### config.mk
export PLATFORM = sky130hd
export DESIGN_NAME = stream_frame_buffer_flat
export DESIGN_NICKNAME = d
export VERILOG_FILES = /design/src/rtl/stream_frame_buffer_pkg.sv /design/src/rtl/stream_frame_buffer_if.sv /design/src/rtl/stream_frame_buffer_memory.sv /design/src/rtl/stream_frame_buffer.sv /design/src/flat_wrapper.sv
export SDC_FILE = /design/constraint.sdc
export NUM_CORES = 1
export LEC_CHECK = 0
export BUFFER_PORTS_ARGS = -buffer_cell sky130_fd_sc_hd__buf_2
export CORE_MARGIN = 3
export CORE_UTILIZATION = 62
export CTS_CLUSTER_SIZE = 8
export DETAILED_ROUTE_END_ITERATION = 8
export GPL_ROUTABILITY_DRIVEN = 0
export PLACE_DENSITY = 0.83
export SYNTH_ARGS = -nofsm -noshare
export SYNTH_HDL_FRONTEND = slang
export SYNTH_SLANG_ARGS = --single-unit
### constraint.sdc
create_clock -name clk -period 4.9 [get_ports clk]
set_input_delay 0.735 -clock clk [delete_from_list [all_inputs] [get_ports clk]]
set_output_delay 0.735 -clock clk [all_outputs]
set_load 0.05 [all_outputs]
### src/rtl/stream_frame_buffer_pkg.sv
// Shared types and helpers for the stream frame buffer.
//   state_e   : fill / prime / drain phase encoding
//   cnt_width : bit width of a counter that indexes DEPTH words
package stream_frame_buffer_pkg;

  typedef enum logic [1:0] {
    FILL  = 2'd0,
    PRIME = 2'd1,
    DRAIN = 2'd2
  } state_e;

  // A counter must be at least one bit wide, even for a tiny depth.
  function automatic int unsigned cnt_width(input int unsigned depth);
    int unsigned w;
    w = 1;
    if (depth > 1) w = unsigned'($clog2(depth));
    return w;
  endfunction

endpackage

### src/rtl/stream_frame_buffer_if.sv
// Handshake bundle for the stream frame buffer.
//   in_data/in_valid/in_ready     : upstream y stream into the buffer
//   out_data/out_valid/out_ready  : downstream x stream out of the buffer
//   frame_done                    : one-cycle pulse after the final output word
//   master : upstream/downstream side (testbench or neighbouring layers)
//   slave  : the buffer itself
interface stream_frame_buffer_if #(
  parameter int unsigned WIDTH = 8
);
  logic [WIDTH-1:0] in_data;
  logic             in_valid;
  logic             in_ready;
  logic [WIDTH-1:0] out_data;
  logic             out_valid;
  logic             out_ready;
  logic             frame_done;

  modport master (
    output in_data, in_valid, out_ready,
    input  in_ready, out_data, out_valid, frame_done
  );

  modport slave (
    input  in_data, in_valid, out_ready,
    output in_ready, out_data, out_valid, frame_done
  );
endinterface

### src/rtl/stream_frame_buffer_memory.sv
// Single-port RAM with a registered, one-cycle-latency read.
//   clk     : clock
//   we_i    : write enable; a write cycle leaves rdata_o unchanged
//   addr_i  : word address, shared by reads and writes
//   wdata_i : write data
//   rdata_o : data read from addr_i on the previous edge
module stream_frame_buffer_memory
  import stream_frame_buffer_pkg::*;
#(
  parameter int unsigned WIDTH = 8,
  parameter int unsigned DEPTH = 13,
  parameter int unsigned AW    = cnt_width(DEPTH)
) (
  input  logic             clk,
  input  logic             we_i,
  input  logic [AW-1:0]    addr_i,
  input  logic [WIDTH-1:0] wdata_i,
  output logic [WIDTH-1:0] rdata_o
);

  logic [WIDTH-1:0] mem_q [DEPTH];
  logic [WIDTH-1:0] rdata_q;

  // One port: either write this cycle or read this cycle.
  always_ff @(posedge clk) begin
    if (we_i) mem_q[addr_i] <= wdata_i;
    else      rdata_q       <= mem_q[addr_i];
  end

  assign rdata_o = rdata_q;

endmodule

### src/rtl/stream_frame_buffer.sv
// Elastic single-frame buffer: captures DEPTH words from the upstream stream,
// then replays them in order downstream. Fill and drain never overlap.
//   clk   : clock
//   reset : synchronous, active-high; discards any partial frame
//   bus   : slave side of stream_frame_buffer_if (in_*, out_*, frame_done)
module stream_frame_buffer
  import stream_frame_buffer_pkg::*;
#(
  parameter int unsigned WIDTH = 8,
  parameter int unsigned DEPTH = 13
) (
  input  logic                  clk,
  input  logic                  reset,
  stream_frame_buffer_if.slave  bus
);

  localparam int unsigned   CW   = cnt_width(DEPTH);
  localparam logic [CW-1:0] LAST = CW'(DEPTH - 1);

  state_e           state_q, state_d;
  logic [CW-1:0]    wr_cnt_q, wr_cnt_d;
  logic [CW-1:0]    rd_cnt_q, rd_cnt_d;
  logic [CW-1:0]    rd_addr_c;
  logic [CW-1:0]    addr_c;
  logic             out_valid_q, out_valid_d;
  logic             frame_done_q, frame_done_d;
  logic             in_ready_c;
  logic             in_hs_c;
  logic             out_hs_c;
  logic             we_c;
  logic [WIDTH-1:0] rdata_c;

  // in_ready is held low for as long as reset is asserted.
  assign in_ready_c = (state_q == FILL) && !reset;
  assign in_hs_c    = bus.in_valid && in_ready_c;
  assign out_hs_c   = out_valid_q && bus.out_ready;

  // Next state, counters and the RAM read-address lookahead.
  always_comb begin
    state_d      = state_q;
    wr_cnt_d     = wr_cnt_q;
    rd_cnt_d     = rd_cnt_q;
    rd_addr_c    = rd_cnt_q;
    we_c         = 1'b0;
    frame_done_d = 1'b0;

    case (state_q)
      FILL: begin
        if (in_hs_c) begin
          we_c = 1'b1;
          if (wr_cnt_q == LAST) begin
            wr_cnt_d = '0;
            state_d  = PRIME;
          end else begin
            wr_cnt_d = wr_cnt_q + CW'(1);
          end
        end
      end
      PRIME: begin
        rd_addr_c = '0;
        rd_cnt_d  = '0;
        state_d   = DRAIN;
      end
      DRAIN: begin
        if (out_hs_c) begin
          if (rd_cnt_q == LAST) begin
            // Hold the address so the lookahead never runs past the frame.
            rd_cnt_d     = '0;
            state_d      = FILL;
            frame_done_d = 1'b1;
          end else begin
            // Fetch the next word now so it is ready with no bubble.
            rd_cnt_d  = rd_cnt_q + CW'(1);
            rd_addr_c = rd_cnt_q + CW'(1);
          end
        end
      end
      default: state_d = FILL;
    endcase

    addr_c      = (state_q == FILL) ? wr_cnt_q : rd_addr_c;
    out_valid_d = (state_d == DRAIN);
  end

  // State and registered outputs.
  always_ff @(posedge clk) begin
    if (reset) begin
      state_q      <= FILL;
      wr_cnt_q     <= '0;
      rd_cnt_q     <= '0;
      out_valid_q  <= 1'b0;
      frame_done_q <= 1'b0;
    end else begin
      state_q      <= state_d;
      wr_cnt_q     <= wr_cnt_d;
      rd_cnt_q     <= rd_cnt_d;
      out_valid_q  <= out_valid_d;
      frame_done_q <= frame_done_d;
    end
  end

  stream_frame_buffer_memory #(
    .WIDTH (WIDTH),
    .DEPTH (DEPTH),
    .AW    (CW)
  ) u_memory (
    .clk     (clk),
    .we_i    (we_c),
    .addr_i  (addr_c),
    .wdata_i (bus.in_data),
    .rdata_o (rdata_c)
  );

  assign bus.in_ready   = in_ready_c;
  assign bus.out_data   = rdata_c;
  assign bus.out_valid  = out_valid_q;
  assign bus.frame_done = frame_done_q;

endmodule

### src/flat_wrapper.sv
// flat-port wrapper written by rule: the top's interface ports become plain ports
module stream_frame_buffer_flat import stream_frame_buffer_pkg::*;
#(
  parameter int unsigned WIDTH = 8,
  parameter int unsigned DEPTH = 13
)
  (clk, reset, bus_in_data, bus_in_valid, bus_out_ready, bus_in_ready, bus_out_data, bus_out_valid, bus_frame_done);
  stream_frame_buffer_if #(.WIDTH(WIDTH)) bus_i ();
  input  logic clk;
  input  logic reset;
  input wire logic [$bits(bus_i.in_data)-1:0] bus_in_data;
  input wire logic [$bits(bus_i.in_valid)-1:0] bus_in_valid;
  input wire logic [$bits(bus_i.out_ready)-1:0] bus_out_ready;
  output wire logic [$bits(bus_i.in_ready)-1:0] bus_in_ready;
  output wire logic [$bits(bus_i.out_data)-1:0] bus_out_data;
  output wire logic [$bits(bus_i.out_valid)-1:0] bus_out_valid;
  output wire logic [$bits(bus_i.frame_done)-1:0] bus_frame_done;
  assign bus_i.in_data = bus_in_data;
  assign bus_i.in_valid = bus_in_valid;
  assign bus_i.out_ready = bus_out_ready;
  assign bus_in_ready = bus_i.in_ready;
  assign bus_out_data = bus_i.out_data;
  assign bus_out_valid = bus_i.out_valid;
  assign bus_frame_done = bus_i.frame_done;
  stream_frame_buffer #(.WIDTH(WIDTH), .DEPTH(DEPTH)) u_core (.clk(clk), .reset(reset), .bus(bus_i));
endmodule
==> summary.md, run 1 <==
| Metric | Value |
|---|---|
| CTS tree | `done` |
| DIE AREA | `10100 sq um` |
| Slew @ Worst Pin | `1160 ps` |
| Critical R2R Launch | `u_core.state_q[0]` |
| Mapped Cells | `400` |
| #FFs+latches synth | `124` |
| Avg Cell Area, Syn | `about 14 sq um` |
| Sw frac | `a little under a quarter` |
| Area added between synthesis and finish | `14.1%` |
| Flop pwr share | `45.1%` |
| # setup viols final | `0` |
| Post-DP Area | `5700 sq um` |
| Hold buffer count at CTS | `0` |
| TritonCTS Sinks | `between 100 and 150` |
| CTS root buffer | `clkbuf_8` |
| Layout cell share with drive strength beyond 1 | `between 10% and 20%` |
| RR Endpoint | `u_core.u_memory.mem_q[4][6]` |
| Primary FF master, synth | `edfxtp_1` |
| Comb pwr share | `5.7%` |
| Sequential fraction of the synthesis area | `65.2%` |
| Tot GR Track Use | `between 20% and 30%` |
| Die width | `around 100 um` |
| Final hold vios | `0` |
| H-tree Lvls | `4` |
| DR WL/cell | `22.6 um` |
| Fin util | `74.9%` |
| Placed cells | `512` |
| Crit path arrival time | `between 4000 and 5000 ps` |
| Number of global-route vias before repair | `approximately 3500` |
| # nets final | `447` |
| Ports | `23` |
| Initial Utilization | `around 66%` |
| EDFF count, synth | `around 110` |
| Startpoint Class | `flip-flop` |
| Antenna violations before repair | `0` |
| Sum Neg Setup Slack | `0 ps` |
| Leakage | `2.17 nW` |
| Fill cells | `499` |
| Global-route met1 utilization | `34.4%` |
| Fin cells | `~540` |
| Netlist cell types | `55` |
| DRC Markers | `0` |
| Vias per cell | `a little under 7` |
| Clk Latency, worst-skew pair | `about 530 ps` |
| Reg clk slew, reported paths | `about 60 ps` |
| Core area | `about 8400 sq um` |
| Rows | `33` |
| Hold worst-path end | `u_core.wr_cnt_q[2]` |
| Fin worst setup slack | `945 ps` |
| Skew final | `between 7 and 8 ps` |
| Maximum VDD drop | `between 0.4 and 0.5 mV` |
| Hold Crit Depth | `3` |
| Worst Reg-to-Reg Cells | `7` |
| Pre-CTS WS | `around 1100 ps` |
| # diodes | `0` |
| PwrDens | `around 410 nW/um^2` |
| Via Count | `approximately 3700` |
| Yosys Warn Count | `0` |
| Sw power | `0.601 mW` |
| P_int | `about 2.0 mW` |
| Pin count of the biggest net entering global routing | `32` |
| TritonCTS Buffers | `17` |
| CTS max path bufs | `2` |
| Hold Startpoint | `bus_in_valid` |
| Async set-reset flop share out of synthesis | `0%` |
| Status | `finished, final reports clean` |
| Storage element area | `about 3600 sq um` |
| CP endpoint kind | `flip-flop` |
| Max Freq | `~250 MHz` |
| CP required | `5060 ps` |
| Total congestion overflow | `0` |
| HPWL after detailed placement | `about 7.7 mm` |
| Max Cap Viol | `0` |
| First-pass GRT wire length | `approximately 19 mm` |
| Crit path time final | `slightly below 4000 ps` |
| GRT Max-Usage Layer | `met2` |
| Pins Over Slew Limit | `0` |
| Die H | `approximately 100 um` |
| Clk network pwr share | `49.2%` |
| Total setup buffers inserted after CTS | `0` |
| Final non-filler cell area | `approximately 6300 sq um` |
| Critical path class | `flip-flop to flip-flop` |
| DRT iter0 DRCs | `between 500 and 600` |
| M3 GR Usage | `under 10%` |
| Area of the multi-input gates | `~1700 sq um` |
| Antenna viol nets, final | `0` |
| Period utilization | `between 80% and 90%` |
| Synth Cell Area | `between 5000 and 6000 sq um` |
| Relative slew slack | `22.2%` |
| Final WL | `about 12 mm` |
| Drt first pass iters | `6` |
| FF-to-FF setup slack | `940 ps` |
| PortBufs | `22` |
| HP Class | `primary input to flip-flop` |
| Post-CTS Resized | `0` |
| CP max FO | `19` |
| RSZ-0062 raised after global routing | `false` |
| GR Layer Usage met2 | `about two fifths` |
| Syn nets | `about 420` |
==> metal layers <==
layer  vias up  routed length (um)
li1       1643                   -
met1      1818                4850
met2       230                5930
met3        46                1090
met4         0                 404
met5         -                   0
==> cell families after synthesis <==
family	after synthesis	share of synthesized area [%]
buf+inv	43	3.89
flops	124	65.2
compound gates	82	12.1
mux	27	5.66
fa+ha+maj	9	2.04
simple gates	114	11.0
xor+xnor	1	0.159
==> worst max-delay path, cell delays in order, from the launching register on <==
cell and delay (ps):
dfxtp_1 390, inv_1 80, ha_1 360, nor2b_1 550, o41a_1 630, o21a_1 710
nand2b_1 230, nor2_1 610
==> cells in the final DEF (no fill, tap or decap), drive strengths merged, types with 8 or more instances in the layout <==
master and n:
clkbuf 17, mux2 10, o221ai 8, nor2 22, nand4 15, nor4 10, ha 9, a221oi 8
buf 32, a21oi 9, nor3 9, a211o 8, edfxtp 112, nand2 28, dfxtp 12, inv 28
mux2i 17, a211oi 8
==> synth_stat cells (all sizes together), types with 6 or more instances <==
cell / n / share of area [%]
o22a: 7 / 1.1
nor2: 22 / 1.5
inv: 18 / 1.2
nand4: 15 / 1.7
nor4: 10 / 1.1
o221ai: 8 / 1.3
a211o: 8 / 1.3
nor3: 9 / 0.81
nand2: 28 / 1.9
o211ai: 7 / 0.95
a211oi: 8 / 1.1
nand3: 6 / 0.63
and4b: 7 / 1.3
buf: 17 / 2.1
a21oi: 9 / 0.81
o21ai: 6 / 0.75
a2bb2oi: 7 / 1.1
mux2: 10 / 2.5
edfxtp: 112 / 61
dfxtp: 12 / 4.3
ha: 9 / 2.0
clkbuf: 8 / 0.54
mux2i: 17 / 3.1
a221oi: 8 / 1.4
==> cell type report <==
cell class	instances	share of cell area, %
clock buffers	17	6.57
well taps	105	2.08
repair buffers	32	2.94
clock inverters	15	3.13
flip-flops and latches	124	57.1
inverters	18	1.07
multi-input cells	233	27.1
==> power by group through the flow <==
stage / sequential (mW) / combinational (mW) / clock (mW)
2_1_floorplan: 1.22 / 0.0665 / 0
3_3_place_gp: 1.20 / 0.140 / 0
3_5_place_dp: 1.20 / 0.143 / 0
4_1_cts: 1.18 / 0.146 / 1.29
5_1_grt: 1.18 / 0.156 / 1.34
6_report: 1.18 / 0.148 / 1.28
==> how the worst max path moves through the flow <==
stage	startpoint	end	cells after the start
2_1_floorplan	u_core.state_q[0]	u_core.u_memory.mem_q[11][0]	8
3_3_place_gp	u_core.state_q[0]	u_core.u_memory.mem_q[4][0]	7
3_5_place_dp	u_core.state_q[0]	u_core.u_memory.mem_q[6][0]	7
4_1_cts	u_core.state_q[0]	u_core.u_memory.mem_q[4][6]	7
5_1_grt	u_core.state_q[0]	u_core.u_memory.mem_q[4][6]	7
6_report	u_core.state_q[0]	u_core.u_memory.mem_q[4][6]	7
==> flip-flops by register name (all words and copies together), names as in the netlist <==
register and flops:
u_core.wr_cnt_q 4, u_core.bus.frame_done 1, u_core.state_q 2, u_core.u_memory.mem_q 104
u_core.rd_cnt_q 4, u_core.bus.out_valid 1, u_core.u_memory.rdata_o 8
==> metrics by stage <==
| step | hold WS, ps | total power [mW] |
|---|---|---|
| final | 505 | 2.61 |
| after global routing | 532 | 2.67 |
| after CTS | 494 | 2.61 |
| after detailed placement | 527 | 1.34 |
| after global placement | 514 | 1.34 |
| after floorplan | 481 | 1.29 |
(Power assumes the default switching activity.)
==> run 2: changes to the inputs <==
- ABC_AREA: unset -> 1
- CORE_UTILIZATION: 62 -> 55
- PLACE_DENSITY: 0.83 -> 0.78
- clock period: 4.9 -> 3.52 ns (I/O delays scaled with it)
==> summary.md, run 2 <==
| Metric | Value |
|---|---|
| HP Class | `primary input to flip-flop` |
| Critical path class | `flip-flop to flip-flop` |
| Fill cells | `just under 700` |
| DRC Markers | `0` |
| Layout cell share with drive strength beyond 1 | `between 15 and 20%` |
| CP cell instances | `inv_1 -> ha_1 -> nand3_2 -> ha_1 -> nand4_1 -> nand3_2 -> nand2_2 -> buf_4 -> nand2_1 -> nand2_1 -> nand2_1 -> nand2_1 -> nand2_1 -> nand2_1 -> inv_1 -> nand2_1` |
| Final WL | `~12 mm` |
| Drt first pass iters | `7` |
| Most frequent cell after synthesis | `nand2_1` |
| CTS root buffer | `clkbuf_8` |
| CTS max path bufs | `2` |
| Mapped Cells | `roughly 550` |
| DRT iter0 DRCs | `326` |
| Largest register FFs | `roughly 100` |
| Startpoint Class | `flip-flop` |
| PwrDens | `roughly 550 nW/um^2` |
| Final hold vios | `0` |
| Worst path max stage delay | `370 ps` |
| Clk Latency, worst-skew pair | `around 520 ps` |
| Top post-synthesis cells by area | `edfxtp_1, nand2_1, nand3_1, dfxtp_1, nor2_1` |
| Post-synth top area share | `60.9%` |
| Post-CTS Resized | `0` |
| Top delay family on crit path | `simple AND/OR/NAND/NOR gates` |
| Leakage | `~2.6 nW` |
| Primary FF master, synth | `edfxtp_1` |
| # setup viols final | `0` |
| Total power | `3.49 mW` |
| CTS tree | `done` |
| Crit path time final | `~3000 ps` |
| TritonCTS Sinks | `between 100 and 150` |
| Synth top cells by count | `nand2_1, edfxtp_1, nand3_1` |
| EDFF count, synth | `approximately 110` |
| Max Freq | `between 300 and 400 MHz` |
| Avg Cell Area, Syn | `just over 10 sq um` |
| Syn nets | `569` |
| H-tree Lvls | `4` |
| Hold buffer count at CTS | `0` |
| Antenna violations before repair | `0` |
| Async set-reset flop share out of synthesis | `0%` |
| Area added between synthesis and finish | `15.5%` |
| RSZ-0062 raised after global routing | `false` |
| PortBufs | `22` |
| Tot GR Track Use | `a little under a quarter` |
| CP endpoint kind | `flip-flop` |
| Netlist cell types | `31` |
| Yosys top cell by area | `edfxtp_1` |
| DR WL/cell | `~17 um` |
| Initial Utilization | `roughly 58%` |
| Status | `finished, final reports clean` |
| Pin count of the biggest net entering global routing | `between 40 and 50` |
| Slowest CP cell | `nand2_2` |
| Reg clk slew, reported paths | `roughly 60 ps` |
| Die H | `106 um` |
| Total setup buffers inserted after CTS | `0` |
| Slew @ Worst Pin | `846 ps` |
| TritonCTS Buffers | `17` |
| Crit path arrival time | `roughly 3400 ps` |
| Period utilization | `a little over four fifths` |
| Core area | `about 9500 sq um` |
| Via Count | `about 4000` |
| Number of global-route vias before repair | `approximately 3800` |
| Commonest cells after routing, fill and taps aside | `nand2_1, edfxtp_1, nand3_1, nor2_1, inv_1` |
| Antenna viol nets, final | `0` |
| Buf/Inv on CP | `3` |
| Rows | `35` |
| Max Cap Viol | `0` |
| CP max FO | `27` |
| Yosys Warn Count | `0` |
| Ports | `23` |
| # diodes | `0` |
| #FFs+latches synth | `around 120` |
| Pins Over Slew Limit | `0` |
| Most frequent CP cell | `nand2_1` |
| Skew final | `between 7 and 8 ps` |
| Total congestion overflow | `0` |
| Sequential fraction of the synthesis area | `about two thirds` |
| Die width | `between 100 and 150 um` |
| DIE AREA | `roughly 11000 sq um` |
| Relative slew slack | `between 40 and 50%` |
| Synth Cell Area | `5520 sq um` |
| First-pass GRT wire length | `between 15 and 20 mm` |
| Commonest non-fill, non-tap cell in the layout | `nand2_1` |
| Sum Neg Setup Slack | `0 ps` |
| CP required | `about 3900 ps` |
| Reg with most FFs | `u_core.u_memory.mem_q` |
| Vias per cell | `around 5.5` |
| # nets final | `just over 600` |
| Maximum VDD drop | `0.401 mV` |
| HPWL after detailed placement | `roughly 7.8 mm` |
==> run 2: changes by cell type in the layout (fill, tap and decap cells not counted), sizes merged, moves of 8 or more <==
cell / before / now
nor2: 22 / 35
o221ai: 8 / 0
nand4: 15 / 3
mux2i: 17 / 0
mux2: 10 / 0
nand3: 6 / 60
buf: 32 / 41
inv: 28 / 42
nor4: 10 / 1
a211o: 8 / 0
nand2: 28 / 227
nor3: 9 / 1
a221oi: 8 / 0
==> run 2: kinds of logic after synthesis <==
kind of cell	Yosys count	synth area share, %
simple gates	331	25.1
flops	124	65.2
buf+inv	57	4.46
compound gates	24	2.70
fa+ha+maj	9	2.04
xor+xnor	3	0.476
==> run 2: per-layer routing <==
metal	GRT usage, %	share of wire, %
met2	36.7	48
met5	0	0
met1	29.2	40
met3	6.56	9.4
met4	9.07	2.0
==> run 2: final cells by class <==
type	instances	area (sq um)	area share, %
Multi-Input combinational cell	367	1670	26.2
Sequential cell	124	3600	56.5
Inverter	37	139	2.18
Clock buffer	17	414	6.49
Clock inverter	15	136	2.14
Tap cell	129	161	2.53
Timing Repair Buffer	41	253	3.96
==> run 2: report_power, final <==
group / leakage [nW] / total, mW / switching [mW] / internal, mW
logic: 1.23 / 0.249 / 0.186 / 0.0633
registers: 1.12 / 1.64 / 0.00863 / 1.63
clock network: 0.265 / 1.60 / 0.658 / 0.944
total: 2.61 / 3.49 / 0.852 / 2.64
==> run 2: metrics by stage <==
stage          setup WS [ps]  hold slack, ps  instances  cell area (sq um)  util [%]
2_1_floorplan            425             468        548               5520         -
3_3_place_gp             755             482        698               5830      61.3
6_report                 545             314        730               6380      67.1
5_1_grt                  259             317        730               6380      67.1
3_5_place_dp             641             504        698               5830      61.3
4_1_cts                  574             291        730               6380      67.1
==> run 2: worst register-to-register path, delay by kind of cell (launching register included) <==
kind,cells,cell delay (ps)
simple gates,11,1510
buf+inv,3,500
fa+ha+maj,2,500
flops,1,340
==> run 2: final timing paths <==
| path | endpoint | start | cells after the start | slack (ps) |
|---|---|---|---|---|
| max reg2reg | u_core.u_memory.rdata_o[6] | u_core.rd_cnt_q[0] | 16 | 540 |
| min | u_core.rd_cnt_q[1] | reset | 2 | 310 |
| min reg2reg | u_core.wr_cnt_q[0] | u_core.wr_cnt_q[0] | 2 | 510 |
| max | u_core.u_memory.rdata_o[6] | u_core.rd_cnt_q[0] | 16 | 540 |
==> run 3: changes to the inputs <==
- clock period: 3.52 -> 2.6 ns (I/O delays scaled with it)
==> summary.md, run 3 (synthesized netlist as in run 2, its figures left out) <==
| Metric | Value |
|---|---|
| Die width | `106 um` |
| Hold buffer count at CTS | `0` |
| DIE AREA | `11300 sq um` |
| Leakage | `about 2.7 nW` |
| Maximum VDD drop | `0.948 mV` |
| Slowest CP cell | `dfxtp_1` |
| Drt first pass iters | `5` |
| Fin cells | `between 700 and 800` |
| Total power | `between 4 and 5 mW` |
| # setup viols final | `0` |
| Sum Neg Setup Slack | `0 ps` |
| Total setup buffers inserted after CTS | `0` |
| CP cell instances | `inv_1 -> ha_1 -> nand3_2 -> ha_1 -> nand4_1 -> nand3_2 -> buf_12 -> nand4_1 -> nor2_1 -> buf_4` |
| Crit path time final | `2520 ps` |
| Pin count of the biggest net entering global routing | `slightly above 50` |
| Die H | `roughly 110 um` |
| CP required | `2850 ps` |
| Placed cells | `around 710` |
| DR WL/cell | `about 17 um` |
| DRC Markers | `0` |
| Critical path class | `flip-flop to flip-flop` |
| Relative slew slack | `between 70 and 80%` |
| TritonCTS Buffers | `17` |
| Status | `finished, final reports clean` |
| Layout cell share with drive strength beyond 1 | `17.5%` |
| DRT iter0 DRCs | `between 400 and 500` |
| First-pass GRT wire length | `~20 mm` |
| Worst path max stage delay | `about 330 ps` |
| HPWL after detailed placement | `about 8.0 mm` |
| Pins Over Slew Limit | `0` |
| CTS max path bufs | `2` |
| Max Freq | `slightly below 400 MHz` |
| Area added between synthesis and finish | `18.7%` |
| H-tree Lvls | `4` |
| CP endpoint kind | `flip-flop` |
| Via Count | `a little over 4000` |
| Commonest non-fill, non-tap cell in the layout | `nand2_1` |
| Crit path arrival time | `roughly 2800 ps` |
| Initial Utilization | `a little under 60%` |
| CTS tree | `done` |
| Ports | `23` |
| HP Class | `primary input to flip-flop` |
| Antenna viol nets, final | `0` |
| Vias per cell | `5.51` |
| Reg with most FFs | `u_core.u_memory.mem_q` |
| CP max FO | `50` |
| PortBufs | `22` |
| Commonest cells after routing, fill and taps aside | `nand2_1, edfxtp_1, nand3_1, inv_1, nor2_1` |
| Period utilization | `a little over nine tenths` |
| Clk Latency, worst-skew pair | `roughly 530 ps` |
| Rows | `35` |
| Largest register FFs | `approximately 100` |
| Startpoint Class | `flip-flop` |
| Skew final | `around 6.1 ps` |
| Reg clk slew, reported paths | `approximately 60 ps` |
| Tot GR Track Use | `between 20% and 30%` |
| Number of global-route vias before repair | `just under 4000` |
| # nets final | `a little over 600` |
| Final hold vios | `0` |
| Total congestion overflow | `0` |
| # diodes | `0` |
| Post-CTS Resized | `0` |
| PwrDens | `~750 nW/um^2` |
| CTS root buffer | `clkbuf_8` |
| RSZ-0062 raised after global routing | `true` |
| Core area | `9500 sq um` |
| TritonCTS Sinks | `124` |
| Max Cap Viol | `0` |
| Final WL | `12.4 mm` |
| Antenna violations before repair | `0` |
| Slew @ Worst Pin | `341 ps` |
| Final Hold Slack | `186 ps` |
==> run 3: layout make-up <==
type	count	area (sq um)
inverter	37	139
sequential	124	3600
clock inverter	15	189
fill	668	2950
multi-input combinational	367	1700
tap	129	161
timing repair buffer	50	349
clock buffer	17	414
==> run 3: metrics by stage <==
step | utilization [%] | cell area (sq um) | setup WS [ps]
2_1_floorplan | - | 5530 | 86.8
3_3_place_gp | 62.4 | 5930 | 162
3_5_place_dp | 62.4 | 5930 | 103
4_1_cts | 68.7 | 6530 | 68.2
5_1_grt | 69.0 | 6550 | -35.7
6_report | 69.0 | 6550 | 82.4
==> run 3: worst paths after layout <==
path / start / to / slack (ps) / cells past startpoint
hold reg to reg: u_core.rd_cnt_q[0] / u_core.rd_cnt_q[0] / 500 / 2
hold / removal: reset / u_core.state_q[0] / 190 / 2
setup reg to reg: u_core.rd_cnt_q[0] / u_core.u_memory.mem_q[12][7] / 80 / 10
setup / recovery: u_core.rd_cnt_q[0] / u_core.u_memory.mem_q[12][7] / 80 / 10
==> run 3: layer usage <==
layer	track usage, %	vias to the layer above	routed length [um]
met2	36.8	180	5980
li1	-	1928	-
met1	30.4	1941	5180
met4	8.23	0	199
met5	0	-	0
met3	7.23	22	1040
==> run 3: power by group <==
part	switching [mW]	internal, mW
combinational	0.262	0.0965
sequential	0.00909	2.21
clock	0.894	1.47
total	1.17	3.78
==> run 3: worst max-delay path: cells and delay by family, from the launching register on <==
| family | cells | cell delay [ps] |
|---|---|---|
| buffers and inverters | 3 | 510 |
| and+or+nand+nor | 5 | 870 |
| adders and majority gates | 2 | 500 |
| DFF | 1 | 330 |
